==> config.mk <==
export PLATFORM = sky130hd
export DESIGN_NAME = pla_and_or_scan_flat
export DESIGN_NICKNAME = d
export VERILOG_FILES = /design/src/rtl/pla_and_or_scan_if.sv /design/src/rtl/pla_and_or_scan.sv /design/src/flat_wrapper.sv
export SDC_FILE = /design/constraint.sdc
export NUM_CORES = 1
export LEC_CHECK = 0
export CAP_MARGIN = 30
export CORE_MARGIN = 2
export CORE_UTILIZATION = 30
export CTS_BUF_LIST = sky130_fd_sc_hd__clkbuf_8
export DETAILED_ROUTE_END_ITERATION = 10
export GPL_ROUTABILITY_DRIVEN = 1
export PLACE_DENSITY = 0.52
export SYNTH_ARGS = -nofsm -noshare
export SYNTH_HDL_FRONTEND = slang
export SYNTH_SLANG_ARGS = --single-unit
==> constraint.sdc <==
create_clock -name clk -period 7.72 [get_ports clk]
set_clock_uncertainty 0.15 [all_clocks]
set_input_delay 1.93 -clock clk [delete_from_list [all_inputs] [get_ports clk]]
set_output_delay 1.93 -clock clk [all_outputs]
set_load 0.05 [all_outputs]
==> src/rtl/pla_and_or_scan_if.sv <==
// pla_and_or_scan_if: operand/result handshake bundle for pla_and_or_scan
interface pla_and_or_scan_if #(parameter int WIDTH = 65) ();
  localparam int CNT_W = $clog2(WIDTH + 1);
  localparam int IDX_W = WIDTH > 1 ? $clog2(WIDTH) : 1;
  logic             in_valid;
  logic             in_ready;
  logic [WIDTH-1:0] a;
  logic [WIDTH-1:0] b;
  logic             mode;
  logic             out_valid;
  logic             out_ready;
  logic             z0;
  logic [CNT_W-1:0] match_cnt;
  logic             first_found;
  logic [IDX_W-1:0] first_idx;
  modport master (
    output in_valid, a, b, mode, out_ready,
    input  in_ready, out_valid, z0, match_cnt, first_found, first_idx
  );
  modport slave (
    input  in_valid, a, b, mode, out_ready,
    output in_ready, out_valid, z0, match_cnt, first_found, first_idx
  );
endinterface

==> src/rtl/pla_and_or_scan.sv <==
// pla_and_or_scan: chunked sequential AND-OR scan with match count and lowest match index
module pla_and_or_scan #(
  parameter int WIDTH = 65,
  parameter int CHUNK = 16
) (
  input logic               clk,
  input logic               rst,
  pla_and_or_scan_if.slave  bus
);
  localparam int NCH   = (WIDTH + CHUNK - 1) / CHUNK;
  localparam int CNT_W = $clog2(WIDTH + 1);
  localparam int IDX_W = WIDTH > 1 ? $clog2(WIDTH) : 1;
  localparam int KW    = NCH > 1 ? $clog2(NCH) : 1;
  localparam int PW    = NCH * CHUNK;
  typedef enum logic [1:0] {IDLE, SCAN, DONE} state_t;
  state_t           r_state, w_next;
  logic [PW-1:0]    r_a, r_b;
  logic             r_mode;
  logic [KW-1:0]    r_k;
  logic             r_z0, r_ff;
  logic [CNT_W-1:0] r_cnt, w_pop;
  logic [IDX_W-1:0] r_idx, w_low, w_base;
  logic [PW-1:0]    w_sa, w_sb;
  logic [CHUNK-1:0] w_and;
  logic             w_any, w_last;
  // operands are zero-padded to whole chunks, which masks bits >= WIDTH
  assign w_sa   = r_a >> (32'(r_k) * CHUNK);
  assign w_sb   = r_b >> (32'(r_k) * CHUNK);
  assign w_and  = w_sa[CHUNK-1:0] & w_sb[CHUNK-1:0];
  assign w_any  = |w_and;
  assign w_last = r_k == KW'(NCH - 1);
  assign w_base = IDX_W'(32'(r_k) * CHUNK);
  always_comb begin
    w_pop = '0;
    w_low = '0;
    for (int i = CHUNK - 1; i >= 0; i--) begin
      w_pop = w_pop + CNT_W'(w_and[i]);
      w_low = w_and[i] ? IDX_W'(i) : w_low;
    end
  end
  always_comb begin
    w_next = r_state;
    w_next = r_state == IDLE ? (bus.in_valid ? SCAN : IDLE)
           : r_state == SCAN ? ((w_last || (!r_mode && w_any)) ? DONE : SCAN)
           : (bus.out_ready ? IDLE : DONE);
  end
  always_ff @(posedge clk) begin
    if (rst) begin
      r_state <= IDLE;
      r_a     <= '0;
      r_b     <= '0;
      r_mode  <= 1'b0;
      r_k     <= '0;
      r_z0    <= 1'b0;
      r_ff    <= 1'b0;
      r_cnt   <= '0;
      r_idx   <= '0;
    end else begin
      r_state <= w_next;
      if (r_state == IDLE && bus.in_valid) begin
        r_a    <= PW'(bus.a);
        r_b    <= PW'(bus.b);
        r_mode <= bus.mode;
        r_k    <= '0;
        r_z0   <= 1'b0;
        r_ff   <= 1'b0;
        r_cnt  <= '0;
        r_idx  <= '0;
      end else if (r_state == SCAN) begin
        r_cnt <= r_cnt + w_pop;
        r_k   <= r_k + KW'(1);
        if (!r_ff && w_any) begin
          r_ff  <= 1'b1;
          r_z0  <= 1'b1;
          r_idx <= w_base + w_low;
        end
      end
    end
  end
  assign bus.in_ready    = r_state == IDLE;
  assign bus.out_valid   = r_state == DONE;
  assign bus.z0          = r_z0;
  assign bus.match_cnt   = r_cnt;
  assign bus.first_found = r_ff;
  assign bus.first_idx   = r_idx;
endmodule

==> src/flat_wrapper.sv <==
// flat-port wrapper written by rule: the top's interface ports become plain ports
module pla_and_or_scan_flat 
#(
  parameter int WIDTH = 65,
  parameter int CHUNK = 16
)
  (clk, rst, bus_in_valid, bus_a, bus_b, bus_mode, bus_out_ready, bus_in_ready, bus_out_valid, bus_z0, bus_match_cnt, bus_first_found, bus_first_idx);
  pla_and_or_scan_if #(.WIDTH(WIDTH)) bus_i ();
  input logic clk;
  input logic rst;
  input wire logic [$bits(bus_i.in_valid)-1:0] bus_in_valid;
  input wire logic [$bits(bus_i.a)-1:0] bus_a;
  input wire logic [$bits(bus_i.b)-1:0] bus_b;
  input wire logic [$bits(bus_i.mode)-1:0] bus_mode;
  input wire logic [$bits(bus_i.out_ready)-1:0] bus_out_ready;
  output wire logic [$bits(bus_i.in_ready)-1:0] bus_in_ready;
  output wire logic [$bits(bus_i.out_valid)-1:0] bus_out_valid;
  output wire logic [$bits(bus_i.z0)-1:0] bus_z0;
  output wire logic [$bits(bus_i.match_cnt)-1:0] bus_match_cnt;
  output wire logic [$bits(bus_i.first_found)-1:0] bus_first_found;
  output wire logic [$bits(bus_i.first_idx)-1:0] bus_first_idx;
  assign bus_i.in_valid = bus_in_valid;
  assign bus_i.a = bus_a;
  assign bus_i.b = bus_b;
  assign bus_i.mode = bus_mode;
  assign bus_i.out_ready = bus_out_ready;
  assign bus_in_ready = bus_i.in_ready;
  assign bus_out_valid = bus_i.out_valid;
  assign bus_z0 = bus_i.z0;
  assign bus_match_cnt = bus_i.match_cnt;
  assign bus_first_found = bus_i.first_found;
  assign bus_first_idx = bus_i.first_idx;
  pla_and_or_scan #(.WIDTH(WIDTH), .CHUNK(CHUNK)) u_core (.clk(clk), .rst(rst), .bus(bus_i));
endmodule
==> run_results.csv <==
group,metric,value,unit
timing,worst-slew-pin-transition,1004,ps
job,maxCapViolCount,0,
synth,post-synth-top-area-fraction,0.4417,
die,die_x,155.0,µm
synth,yosysSeqAreaShare,0.4417,
cts,cts_resized,0,
synth,synth_top_cells_by_count,"sky130_fd_sc_hd__nand2_1, sky130_fd_sc_hd__a21oi_1, sky130_fd_sc_hd__dfxtp_1, sky130_fd_sc_hd__clkbuf_1, sky130_fd_sc_hd__inv_1",
critical_path,crit_required,7890,ps
min_path,min_path_type,"reg2reg",
synth,syn-mean-instance-area,7.786,µm²
cts,numCtsBuffers,17,
grt,grt.total_usage,0.1781,
critical_path,worst-endpoint-arrival,6270,ps
layout,n_antenna_cell,0,
cts,worst_skew_late_latency,460,ps
place,preCtsSetupSlack,1654,ps
layout,final_layout_size_suffix_gt1_frac,0.05169,
critical_path,critical_path.max_fanout,19,
timing,final_hold_viol_count,0,
detailed_routing,routed-via-count,6259,
cts,postCtsHoldBufs,0,
status,status,"finished, final reports clean",
power,power,1.971,mW
die,initial_core_util,0.3041,
timing,grt_setup_unrepaired,"no",
place,placement.io_buffers,152,
detailed_routing,vias_per_cell,4.848,
die,placementRows,55,
grt,pin_count_of_the_biggest_net_entering_global_routing,90,
synth,synth_edf_count,0,
synth,yosys-top-cells-area,"sky130_fd_sc_hd__dfxtp_1, sky130_fd_sc_hd__nand2_1, sky130_fd_sc_hd__a21oi_1",
detailed_routing,drt_iter0_markers,388,
synth,synthMostInstantiatedCell,"sky130_fd_sc_hd__nand2_1",
critical_path,setup.worst_path.end_class,"register",
detailed_routing,route.antenna.remaining_nets,0,
power,cellPowerDensity,220.0,mW/mm²
cts,cts_htree_levels,4,
synth,netlist_area,0.006844,mm²
critical_path,critical_path_class,"reg2reg",
cts,clock_tree_from_tritoncts,"yes",
layout,layout.nets,1160,
synth,yosys_register_bits,151,
grt,grt_overflow,0,
cts,ctsRootBufferMaster,"sky130_fd_sc_hd__clkbuf_8",
cts,post-cts-setup-buffer-count,0,
place,place.detailed.hpwl,15610,µm
grt,global_route_wire_length_before_repair,32850,µm
place,place_congestion,0.8983,
synth,synth_top_area_cell,"sky130_fd_sc_hd__dfxtp_1",
timing,final-setup-viol-count,0,
die,io-pin-count,153,
critical_path,critical_path.startpoint_type,"register",
timing,maxSlewViolCount,0,
die,coreArea,0.02250,mm²
grt,grt_pass1_vias,6061,
power,vdd_drop_max,0.1061,mV
detailed_routing,drcViolationCount,0,
cts,cts.path.max_buffers,2,
detailed_routing,first_pass_iters,4,
power,power.leakage,3.388,nW
detailed_routing,postRouteWirelength,21230,µm
synth,dominantRegCellSynth,"sky130_fd_sc_hd__dfxtp_1",
detailed_routing,route.detailed.wl_per_inst,16.44,µm
cts,clock_sink_count,151,
grt,grt_antenna_before_repair,0,
timing,worst_slew_margin_relative_to_its_limit,0.3263,
die,total_die_area,0.02404,mm²
timing,period_minus_slack,6095,ps
die,die_h,155.0,µm
layout,area_growth,30.90,%
timing,final.period_utilization,0.7895,
timing,timing.fmax,164.1,MHz
synth,async_flop_share,0,
synth,synth.net_count,1045,
timing,setup_slack,1625,ps
synth,post_synthesis_cell_type_count,55,
synth,synthesis.yosys.warnings,0,
timing,setup_tns,0,ps
synth,post_synth_inst_count,879,
cts,clk_pin_slew_worst_paths,90,ps
where the power goes:
part           leakage, nW  total, mW  switching [mW]  internal (mW)
combinational         1.94      0.422           0.253          0.169
sequential            1.24      0.893          0.0419          0.851
clock                0.215      0.656           0.314          0.341
cell type report:
cell class | count | area (µm²)
Tap cell | 285 | 356.6
Clock inverter | 12 | 166.4
Timing Repair Buffer | 159 | 1592
Fill cell | 2314 | 13540
Inverter | 25 | 93.84
Clock buffer | 19 | 261.5
Sequential cell | 151 | 3023
Multi-Input combinational cell | 640 | 3466
per-layer routing:
layer | up-vias | GRT usage | share of wire | wire length, µm
met5 | - | 0 | 0 | 0
met4 | 0 | 0.05247 | 0.016 | 342
met3 | 19 | 0.04373 | 0.040 | 852
met2 | 121 | 0.2908 | 0.48 | 10130
met1 | 2935 | 0.2339 | 0.47 | 9901
li1 | 3184 | - | - | -
path summary, 6_finish.rpt:
check / startpoint / to / slack (ps) / depth (start not counted)
worst min register to register: u_core.r_a[51] / u_core.r_a[51] / 300 / 2
worst max-delay path: u_core.r_k[0] / u_core.bus.match_cnt[6] / 1620 / 20
worst min-delay path: u_core.r_a[51] / u_core.r_a[51] / 300 / 2
worst max register to register: u_core.r_k[0] / u_core.bus.match_cnt[6] / 1620 / 20
sequential cells by signal, summed over array words and instances, names as in the netlist:
signal / flops
u_core.bus.match_cnt: 7
u_core.r_k: 3
u_core.r_b: 65
u_core.r_state: 2
u_core.bus.z0: 1
u_core.r_a: 65
u_core.bus.first_idx: 7
u_core.r_mode: 1
worst max-delay path: stages (launching register included):
cell and delay [ps]:
sky130_fd_sc_hd__dfxtp_1 340, sky130_fd_sc_hd__clkinv_1 540, sky130_fd_sc_hd__a31oi_1 520, sky130_fd_sc_hd__a21oi_1 120
sky130_fd_sc_hd__nand2_1 160, sky130_fd_sc_hd__ha_1 280, sky130_fd_sc_hd__fa_1 540, sky130_fd_sc_hd__inv_1 50
sky130_fd_sc_hd__fa_1 510, sky130_fd_sc_hd__fa_1 520, sky130_fd_sc_hd__fa_1 540, sky130_fd_sc_hd__inv_1 40
sky130_fd_sc_hd__ha_1 210, sky130_fd_sc_hd__fa_1 410, sky130_fd_sc_hd__a21o_1 190, sky130_fd_sc_hd__a21oi_1 220
sky130_fd_sc_hd__nor2b_1 70, sky130_fd_sc_hd__o21a_1 160, sky130_fd_sc_hd__o21ai_0 180, sky130_fd_sc_hd__xor2_1 160
sky130_fd_sc_hd__nor2_1 50
kinds of logic (layout without fill, tap and decap cells):
logic type,Yosys count,count (layout),synth area share
xor+xnor,7,7,0.008958
buf+inv,88,215,0.05338
mux,2,2,0.006581
compound gates,216,216,0.1759
simple gates,384,384,0.2448
fa+ha+maj,31,31,0.06874
flops,151,151,0.4417
through the flow:
step           utilization  hold slack, ps  instances  cell area (µm²)
2_1_floorplan            -           281.9        879             6844
3_3_place_gp        0.3779           290.0       1259             8503
3_5_place_dp        0.3791           294.4       1260             8531
4_1_cts             0.3981           306.7       1291             8959
5_1_grt             0.3981           319.4       1291             8959
6_report            0.3981           305.0       1291             8959
layout by cell type (no fill, tap or decap), types with 5 or more instances in the layout:
| cell type | count |
|---|---|
| sky130_fd_sc_hd__a211oi_1 | 5 |
| sky130_fd_sc_hd__a31oi_1 | 13 |
| sky130_fd_sc_hd__buf_4 | 7 |
| sky130_fd_sc_hd__clkbuf_8 | 19 |
| sky130_fd_sc_hd__o21ai_0 | 14 |
| sky130_fd_sc_hd__nand4_1 | 6 |
| sky130_fd_sc_hd__ha_1 | 20 |
| sky130_fd_sc_hd__fa_1 | 11 |
| sky130_fd_sc_hd__clkdlybuf4s50_1 | 151 |
| sky130_fd_sc_hd__nand4b_1 | 6 |
| sky130_fd_sc_hd__a21oi_1 | 154 |
| sky130_fd_sc_hd__and3_1 | 15 |
| sky130_fd_sc_hd__dfxtp_1 | 151 |
| sky130_fd_sc_hd__inv_1 | 23 |
| sky130_fd_sc_hd__nand2b_1 | 5 |
| sky130_fd_sc_hd__xnor2_1 | 6 |
| sky130_fd_sc_hd__a311oi_1 | 5 |
| sky130_fd_sc_hd__nor2_1 | 14 |
| sky130_fd_sc_hd__nand3_1 | 13 |
| sky130_fd_sc_hd__nand2_1 | 297 |
No activity file was read; power rests on OpenSTA's default activity.
